### src/rtl/flex_down_timer.sv
// Parameterised down-counting timer with one-shot / auto-reload modes and a
// registered terminal-count pulse. Companion to the flex up-counter.
module flex_down_timer #(
  parameter int NUM_CNT_BITS = 4
) (
  input  logic                    clk,
  input  logic                    n_rst,
  input  logic                    clear,
  input  logic                    load,
  input  logic                    count_enable,
  input  logic                    periodic,
  input  logic [NUM_CNT_BITS-1:0] load_val,
  output logic [NUM_CNT_BITS-1:0] count_out,
  output logic                    expire_flag,
  output logic                    busy,
  output logic                    done
);

  typedef enum logic [1:0] {IDLE, RUN, DONE} state_t;

  state_t                  state_q, state_d;
  logic [NUM_CNT_BITS-1:0] cnt_q, cnt_d;
  logic [NUM_CNT_BITS-1:0] reload_q, reload_d;
  logic                    mode_q, mode_d;
  logic                    flag_q, flag_d;

  always_ff @(posedge clk or negedge n_rst) begin
    if (!n_rst) begin
      state_q  <= IDLE;
      cnt_q    <= '0;
      reload_q <= '0;
      mode_q   <= 1'b0;
      flag_q   <= 1'b0;
    end else begin
      state_q  <= state_d;
      cnt_q    <= cnt_d;
      reload_q <= reload_d;
      mode_q   <= mode_d;
      flag_q   <= flag_d;
    end
  end

  always_comb begin
    state_d  = state_q;
    cnt_d    = cnt_q;
    reload_d = reload_q;
    mode_d   = mode_q;
    flag_d   = 1'b0;
    if (clear) begin
      state_d = IDLE;
      cnt_d   = '0;
    end else if (load) begin
      // A restart discards any terminal count landing in the same cycle.
      reload_d = load_val;
      mode_d   = periodic;
      cnt_d    = load_val;
      state_d  = (load_val != '0) ? RUN : IDLE;
    end else if (state_q == RUN && count_enable) begin
      // Terminal check precedes decrement, so the count never wraps.
      if (cnt_q <= NUM_CNT_BITS'(1)) begin
        flag_d = 1'b1;
        if (mode_q) begin
          cnt_d = reload_q;
        end else begin
          cnt_d   = '0;
          state_d = DONE;
        end
      end else begin
        cnt_d = cnt_q - NUM_CNT_BITS'(1);
      end
    end
  end

  assign count_out   = cnt_q;
  assign expire_flag = flag_q;
  assign busy        = (state_q == RUN);
  assign done        = (state_q == DONE);

endmodule

### config.mk
export PLATFORM = sky130hd
export DESIGN_NAME = flex_down_timer
export DESIGN_NICKNAME = d
export VERILOG_FILES = /design/src/rtl/flex_down_timer.sv
export SDC_FILE = /design/constraint.sdc
export NUM_CORES = 1
export LEC_CHECK = 0
export BUFFER_PORTS_ARGS = -buffer_cell sky130_fd_sc_hd__buf_2
export CORE_MARGIN = 2
export CORE_UTILIZATION = 45
export CTS_CLUSTER_DIAMETER = 200
export DETAILED_ROUTE_END_ITERATION = 8
export PLACE_DENSITY = 0.69
export REMOVE_ABC_BUFFERS = 1
export SLEW_MARGIN = 20
export SYNTH_ARGS = -nofsm -noshare
export SYNTH_HDL_FRONTEND = slang
export SYNTH_SLANG_ARGS = --single-unit
### constraint.sdc
create_clock -name clk -period 2.4 [get_ports clk]
set_clock_uncertainty 0.15 [all_clocks]
set_input_delay 0.24 -clock clk [delete_from_list [all_inputs] [get_ports clk]]
set_output_delay 0.24 -clock clk [all_outputs]
set_load 0.005 [all_outputs]
==> metrics.md, run 1 <==
| Metric | Value |
|---|---|
| Run status | `complete, no violations` |
| Clk_lat worst skew | `0.29 ns` |
| CP max-delay cell | `dfrtp_1` |
| Net Sw Power | `0.170 mW` |
| I/O pins | `17` |
| Asr flop ratio synth | `1.00` |
| P&R area growth vs syn | `20.3%` |
| Final Setup Violations | `0` |
| Synthesized area per cell | `9.94 µm²` |
| Internal power | `0.394 mW` |
| Yosys reg bits | `12` |
| Switch share | `0.302` |
| R2R Setup Slk | `0.53 ns` |
| Worst rel slew slack | `0.750` |
| Vias in the first global route | `538` |
| GPL Wtd Cong | `0.826` |
| Initial Util | `0.466` |
| Post-synthesis sequential area ratio | `0.438` |
| Nets@finish | `101` |
| Die ar. | `1850 µm²` |
| CTS H-tree lvls | `1` |
| CTS tree | `done` |
| Largest net degree at the start of global routing | `13` |
| Max_cap viols | `0` |
| CP cell instances | `inv_1 > ha_1 > nor2_1 > or2_4 > a2111oi_1 > o22a_1` |
| Share of cells above drive strength 1 | `0.330` |
| Post-Synthesis Cells | `69` |
| Logic pwr share | `0.262` |
| Root buffer cell | `clkbuf_4` |
| Startpoint class of the critical path | `register` |
| DR vias/cell | `5.72` |
| Number of synthesized flops with an enable pin | `0` |
| First-pass GRT wire length | `2430 µm` |
| Post-DP HPWL | `1100 µm` |
| Diode count | `0` |
| Crit. End Element | `register` |
| Actual slew at the worst max-slew pin | `0.373 ns` |
| F_max | `535 MHz` |
| Longest Clk Path Bufs | `2` |
| Die width | `43.0 µm` |
| Final period utilization | `0.778` |
| Warnings from Yosys | `0` |
| CTS Sinks | `12` |
| Max-slew violations | `0` |
| Max IR drop VDD | `0.401 mV` |
| Per-cell routed wire length | `14.2 µm` |
| Pre-antenna DRT Iters | `4` |
| Worst EP required | `2.48 ns` |
| Setup TNS | `0 ns` |
| Die Y | `43.0 µm` |
| Worst Path Arrival | `1.95 ns` |
| CP max FO | `6` |
| Hold_ws | `0.0327 ns` |
| Sequential share of power | `0.443` |
| Inserted Clock Buffers | `3` |
| Initial antenna violation count | `0` |
| RSZ-0062 raised after global routing | `no` |
| Gr usage total | `0.185` |
| Drt drc | `0` |
| Total core area | `1470 µm²` |
| Ys flop type | `dfrtp_1` |
| Initial DRC Count | `17` |
| Worst Hold Class | `in -> reg` |
| Post-Route WL | `1480 µm` |
| Tmin final | `1.87 ns` |
| WS Path Type | `reg -> reg` |
| Unique masters post-synth | `29` |
| PD cells | `685 nW/µm²` |
| Row count | `14` |
| Detailed-route via count | `595` |
| Syn Std Cell Area | `686 µm²` |
| GRT overflow | `0` |
| Worst-path clk slew | `0.08 ns` |
| CP peak stage delay | `0.43 ns` |
| Leak | `0.381 nW` |
| Clk pwr share | `0.296` |
| ANT nets after route | `0` |
| I/O Buffers | `16` |
| CTS resizes | `0` |
| Final Hold Viols | `0` |
## registers in the layout, summed over array words and instances, names as in the netlist
signal,flops
expire_flag,1
count_out,4
state_q,2
reload_q,4
mode_q,1
## cell type report
type                    count  area [µm²]
well taps                  16        20.0
inverters                   4        15.0
repair buffers             17        90.1
flip-flops and latches     12         300
clock buffers               4        36.3
fillers                   136         647
multi-input cells          51         363
## routing by layer
layer	GRT usage	share of wire	vias up
met4	0.127	0.030	0
li1	-	-	291
met3	0.0255	0.048	5
met2	0.261	0.46	22
met5	0	0	-
met1	0.262	0.46	277
## power by group through the flow
stage	sequential, mW	combinational (mW)	clock (mW)
after floorplan	0.249	0.0986	0
after global placement	0.252	0.143	0
after detailed placement	0.254	0.145	0
after CTS	0.249	0.148	0.169
after global routing	0.253	0.167	0.178
final	0.250	0.148	0.167
## cell usage in the layout, fill, tap and decap left out, types with 2 or more instances in the layout
cell type,count
a211oi_1,2
o31ai_1,2
dfrtp_1,12
clkbuf_4,3
nor4_1,2
mux2_2,5
or2_4,2
o21ai_0,4
ha_1,2
nand2b_1,2
nand2_1,3
o21a_1,2
a21oi_1,3
nor3_1,3
inv_1,4
nor2b_1,3
buf_2,16
nor2_1,4
## worst max-delay path, delay by kind of cell, from the launching register on
kind                       cells  cell delay, ns
adders and majority gates      1            0.19
buffers and inverters          1            0.08
AOI/OAI and AO/OA              2            0.59
DFF                            1            0.43
and+or+nand+nor                2            0.37
## kinds of logic (layout without fill, tap and decap cells)
| family | after synthesis | after routing | synth area share |
|---|---|---|---|
| flip-flops | 12 | 12 | 0.438 |
| buffers and inverters | 6 | 25 | 0.0328 |
| AO/OA/AOI/OAI | 21 | 21 | 0.217 |
| adder cells (fa/ha/maj) | 2 | 2 | 0.0365 |
| multiplexers | 5 | 5 | 0.0821 |
| AND/OR/NAND/NOR | 23 | 23 | 0.193 |
## synthesized netlist by cell type (3+ instances only)
| cell | number | area (µm²) |
|---|---|---|
| inv_1 | 4 | 15.0 |
| nor3_1 | 3 | 15.0 |
| a21oi_1 | 3 | 15.0 |
| o21ai_0 | 4 | 20.0 |
| nor2b_1 | 3 | 18.8 |
| nor2_1 | 4 | 15.0 |
| mux2_2 | 5 | 56.3 |
| dfrtp_1 | 12 | 300 |
| nand2_1 | 3 | 11.3 |
## worst paths after layout
check	from	end	depth (start not counted)
max reg2reg	count_out[0]	count_out[0]	6
min in group asynchronous	n_rst	count_out[1]	2
min	periodic	mode_q	2
max	count_out[0]	count_out[0]	6
max in group asynchronous	n_rst	state_q[0]	2
min reg2reg	reload_q[3]	reload_q[3]	1
## through the flow
stage	power [mW]	worst slack, ns	std cells	area [µm²]	utilization
floorplan	0.348	0.650	67	678	-
global placement	0.395	0.605	99	778	0.529
detailed placement	0.399	0.562	99	778	0.529
CTS	0.566	0.539	104	825	0.560
global route	0.598	0.327	104	825	0.560
finish	0.565	0.532	104	825	0.560
## timing repair
| item | 4_1_cts | 5_1_grt |
|---|---|---|
| buffers inserted | 0 | 0 |
| hold endpoints to repair | 12 | 0 |
| hold buffers | 1 | 0 |
Power figures use the tool's default switching activity.
==> run 2, diff against run 1 <==
Settings changed: PLACE_DENSITY 0.69 to 0.72.
Clock period 2.4 ns to 1.7 ns, I/O delays scaled along.
==> run 2 against run 1 <==
Via count is 9.2% higher. Cell area is 8.6% higher. Cell count is 6.7% higher. Sequential cell count stayed put. Largest cell class unchanged.
==> metrics.md, run 2 (same netlist as run 1, synthesis figures left out) <==
| Metric | Value |
|---|---|
| Final Hold Viols | `0` |
| WS Path Type | `reg -> reg` |
| Clk pwr share | `0.217` |
| GRT met3 Usage | `0.0426` |
| GR Util met1 | `0.232` |
| Root buffer cell | `clkbuf_4` |
| Sequential share of power | `0.427` |
| I/O pins | `17` |
| Drt drc | `0` |
| Filler cells | `139` |
| Cell Count Post-Placement | `106` |
| First-pass GRT wire length | `2730 µm` |
| Switch share | `0.317` |
| Cell Count, Final, Fillers Out | `111` |
| Leak | `0.413 nW` |
| Worst-path clk slew | `0.07 ns` |
| P&R area growth vs syn | `30.7%` |
| Die ar. | `1850 µm²` |
| Most common cell after layout, fill and taps aside | `buf_2` |
| Top Usage Layer GRT | `met2` |
| GRT met2 Usage | `0.370` |
| ANT nets after route | `0` |
| PD cells | `900 nW/µm²` |
| F_max | `592 MHz` |
| Run status | `complete, no violations` |
| Clk_lat worst skew | `0.28 ns` |
| Longest Clk Path Bufs | `2` |
| Worst Hold Class | `in -> reg` |
| GRT overflow | `0` |
| Initial antenna violation count | `0` |
| Die Y | `43.0 µm` |
| Vias in the first global route | `612` |
| I/O Buffers | `16` |
| Nets@finish | `109` |
| RSZ-0062 raised after global routing | `yes` |
| Pre-antenna DRT Iters | `4` |
| Most frequent cells in the layout | `16 x buf_2, 12 x dfrtp_1, 7 x buf_4` |
| Final period utilization | `0.993` |
| Share of cells above drive strength 1 | `0.411` |
| Per-cell routed wire length | `15.1 µm` |
| DP Area | `831 µm²` |
| CTS Sinks | `12` |
| Diode count | `0` |
| Worst EP required | `1.77 ns` |
| Tmin final | `1.69 ns` |
| Logic pwr share | `0.355` |
| Startpoint class of the critical path | `register` |
| Final Util | `0.609` |
| Max IR drop VDD | `0.558 mV` |
| CTS tree | `done` |
| Gr usage total | `0.206` |
| Initial DRC Count | `32` |
| Worst Path Arrival | `1.76 ns` |
| Crit. End Element | `register` |
| CTS H-tree lvls | `1` |
| Max-slew violations | `0` |
| Total core area | `1470 µm²` |
| Max_cap viols | `0` |
| Inserted Clock Buffers | `3` |
| CP max FO | `4` |
| Actual slew at the worst max-slew pin | `0.415 ns` |
| Largest net degree at the start of global routing | `13` |
| Setup Buffers After CTS | `0` |
| Die width | `43.0 µm` |
| Final Setup Violations | `0` |
| Detailed-route via count | `650` |
| Post-DP HPWL | `1260 µm` |
| DR vias/cell | `5.86` |
| Post-Route WL | `1680 µm` |
| Row count | `14` |
| Initial Util | `0.466` |
| Net Sw Power | `0.256 mW` |
| GPL Wtd Cong | `0.898` |
| Worst rel slew slack | `0.719` |
| Post-route cell area | `896 µm²` |
| Internal power | `0.551 mW` |
-- run 2: cell types whose count changed in the layout (fill, tap and decap cells not counted), sizes merged --
cell | before | now
clkbuf | 4 | 3
dlygate4sd3 | 1 | 2
buf | 16 | 23
-- run 2: final cells by class --
| class | instances | area, µm² | area share |
|---|---|---|---|
| Clock buffer | 3 | 22.5 | 0.0251 |
| Inverter | 4 | 15.0 | 0.0168 |
| Multi-Input combinational cell | 51 | 385 | 0.430 |
| Sequential cell | 12 | 300 | 0.335 |
| Tap cell | 16 | 20.0 | 0.0223 |
| Timing Repair Buffer | 25 | 153 | 0.170 |
-- run 2: worst paths after layout --
path	start	to	slack, ns	cells past startpoint
max reg2reg	count_out[0]	count_out[0]	0.01	6
min reg2reg	reload_q[2]	reload_q[2]	0.37	1
max in group asynchronous	n_rst	state_q[1]	1.05	2
min	load_val[1]	reload_q[1]	0.01	2
max	count_out[0]	count_out[0]	0.01	6
min in group asynchronous	n_rst	count_out[3]	0.14	2
-- run 2: worst max-delay path, cell delays in order, from the launching register on --
cell	delay (ns)
dfrtp_1	0.41
inv_1	0.07
ha_1	0.18
nor2_2	0.06
or2_4	0.26
a2111oi_4	0.33
o22a_1	0.17
-- run 2: power by group through the flow --
stage	clock network (mW)	registers (mW)	logic [mW]
after floorplan	0	0.352	0.139
after global placement	0	0.347	0.252
after detailed placement	0	0.349	0.261
after CTS	0.176	0.344	0.283
after global routing	0.187	0.348	0.316
final	0.175	0.345	0.287
-- run 2: metrics by stage --
| step | hold WS [ns] | setup TNS (ns) | setup WS [ns] | power, mW |
|---|---|---|---|---|
| CTS | 0.0115 | 0 | 0.0228 | 0.804 |
| finish | 0.0130 | 0 | 0.0113 | 0.807 |
| detailed placement | -0.0892 | -0.214 | -0.214 | 0.610 |
| global route | 0.0245 | -0.204 | -0.0906 | 0.851 |
| floorplan | -0.276 | -0.0504 | -0.0504 | 0.491 |
| global placement | -0.0882 | -0.0216 | -0.0216 | 0.599 |
-- run 2: repair_timing --
action	CTS	global route
setup endpoints to repair	2	5
resized for setup	5	1
hold endpoints to repair	13	0
pin swaps	3	0
hold buffers	2	0
-- run 2: per-layer routing --
metal  vias to the layer above  routed length (µm)
li1                        309                   -
met1                       308                 670
met2                        31                 883
met3                         2                 104
met4                         0                  17
met5                         -                   0
==> run 3, diff against run 2 <==
Settings changed: GPL_TIMING_DRIVEN from default to 0.
==> run 3 against run 2 <==
Die area is the same. Clock power grew 31%. Sequential power grew 2%. Combinational power shrank 6%. Clock-buffer cell count grew 1. Global-route usage shrank 2.3 points. Critical path depth is the same.
==> metrics.md, run 3 (same netlist as run 1, synthesis figures left out) <==
| Metric | Value |
|---|---|
| Run status | `complete, no violations` |
| Nets@finish | `105` |
| Final Hold Viols | `0` |
| Inserted Clock Buffers | `3` |
| Actual slew at the worst max-slew pin | `0.396 ns` |
| Worst path bufs/invs | `1` |
| Worst EP required | `1.77 ns` |
| Max_cap viols | `0` |
| Row count | `14` |
| Worst r2r path cells | `6` |
| Post-DP HPWL | `1050 µm` |
| CTS Sinks | `12` |
| Crit. End Element | `register` |
| ANT nets after route | `0` |
| I/O Buffers | `16` |
| Max IR drop VDD | `0.481 mV` |
| Most common cell after layout, fill and taps aside | `buf_2` |
| Max-slew violations | `0` |
| Total core area | `1470 µm²` |
| GPL Wtd Cong | `0.804` |
| GRT overflow | `0` |
| Worst-path clk slew | `0.08 ns` |
| Die ar. | `1850 µm²` |
| Tmin final | `1.66 ns` |
| Share of cells above drive strength 1 | `0.446` |
| Longest Clk Path Bufs | `2` |
| Post-Route WL | `1470 µm` |
| Startpoint class of the critical path | `register` |
| Diode count | `0` |
| Die width | `43.0 µm` |
| Per-cell routed wire length | `13.6 µm` |
| Final period utilization | `0.976` |
| R2R Setup Slk | `0.04 ns` |
| CTS tree | `done` |
| Reg2reg start | `count_out[1]` |
| P&R area growth vs syn | `33.4%` |
| Clk_lat worst skew | `0.28 ns` |
| Initial antenna violation count | `0` |
| F_max | `603 MHz` |
| Final Util | `0.622` |
| Cell count along the critical path | `6` |
| CP max-delay cell | `dfrtp_1` |
| WS Path Type | `reg -> reg` |
| Largest net degree at the start of global routing | `13` |
| Drt drc | `0` |
| CP max FO | `5` |
| Gr usage total | `0.183` |
| Final worst slack | `0.0415 ns` |
| Detailed-route via count | `600` |
| Initial Util | `0.466` |
| Die Y | `43.0 µm` |
| CP startpoint | `count_out[1]` |
| Worst Path Arrival | `1.73 ns` |
| CTS H-tree lvls | `1` |
| Vias in the first global route | `556` |
| Setup slack at placement | `-0.166 ns` |
| Final Setup Violations | `0` |
| RSZ-0062 raised after global routing | `yes` |
| Critical register-to-register path endpoint | `count_out[0]` |
| DR vias/cell | `5.56` |
| Worst rel slew slack | `0.732` |
| First-pass GRT wire length | `2480 µm` |
| Root buffer cell | `clkbuf_4` |
| Most frequent cells in the layout | `16 x buf_2, 10 x dfrtp_1, 5 x mux2_2` |
| CP delay by family, top | `compound AO/OA/AOI/OAI gates` |
| CP endpoint | `count_out[0]` |
| Worst Hold Class | `in -> reg` |
| Pre-antenna DRT Iters | `3` |
| PD cells | `930 nW/µm²` |
| I/O pins | `17` |
| Leak | `0.402 nW` |
| CP cell instances | `inv_2 > ha_4 > nor2_4 > or2_4 > a2111oi_4 > o22a_1` |
| Initial DRC Count | `9` |
| CP peak stage delay | `0.40 ns` |
-- run 3: cell count changes in the layout (fill, tap and decap cells not counted), moves of 2 or more --
cell     before  now
dfrtp_2       0    2
ha_4          0    2
dfrtp_1      12   10
buf_4         7    3
-- run 3: how the worst min path moves through the flow --
stage           startpoint      endpoint  slack [ns]  cells past startpoint
5_1_grt        load_val[0]   reload_q[0]       0.001                      2
2_1_floorplan        n_rst  count_out[0]       -0.28                      0
4_1_cts        load_val[0]   reload_q[0]       0.003                      2
6_report       load_val[1]   reload_q[1]       0.003                      2
3_3_place_gp         n_rst  count_out[0]       -0.09                      1
3_5_place_dp         n_rst   expire_flag       -0.09                      1
-- run 3: timing repair --
| action | CTS | global route |
|---|---|---|
| hold endpoints to repair | 13 | 0 |
| hold buffers | 2 | 0 |
| pin swaps | 3 | 2 |
| setup endpoints to repair | 2 | 4 |
| resized for setup | 5 | 8 |
| buffers inserted | 2 | 1 |
-- run 3: power breakdown --
part	internal, mW	switching [mW]
logic	0.141	0.128
registers	0.321	0.0318
clock network	0.130	0.0987
-- run 3: per-stage QoR --
step	setup TNS, ns	cell area, µm²	power (mW)	hold slack [ns]	cells
2_1_floorplan	-0.0504	678	0.491	-0.276	67
3_3_place_gp	-0.160	778	0.558	-0.0861	99
3_5_place_dp	-0.192	778	0.558	-0.0914	99
4_1_cts	0	872	0.818	0.00310	107
5_1_grt	-0.110	915	0.911	0.00135	108
6_report	0	915	0.851	0.00283	108
-- run 3: per-layer routing --
layer	vias up	global-route usage	wire length [µm]
met4	0	0.0909	26
li1	302	-	-
met2	14	0.276	698
met5	-	0	0
met3	4	0.0383	54
met1	280	0.249	690
-- run 3: cell type report --
class,instances,area (µm²)
Timing Repair Buffer,21,123
Sequential cell,12,303
Clock buffer,4,36.3
Fill cell,128,557
Multi-Input combinational cell,51,418
Inverter,4,15.0
Tap cell,16,20.0
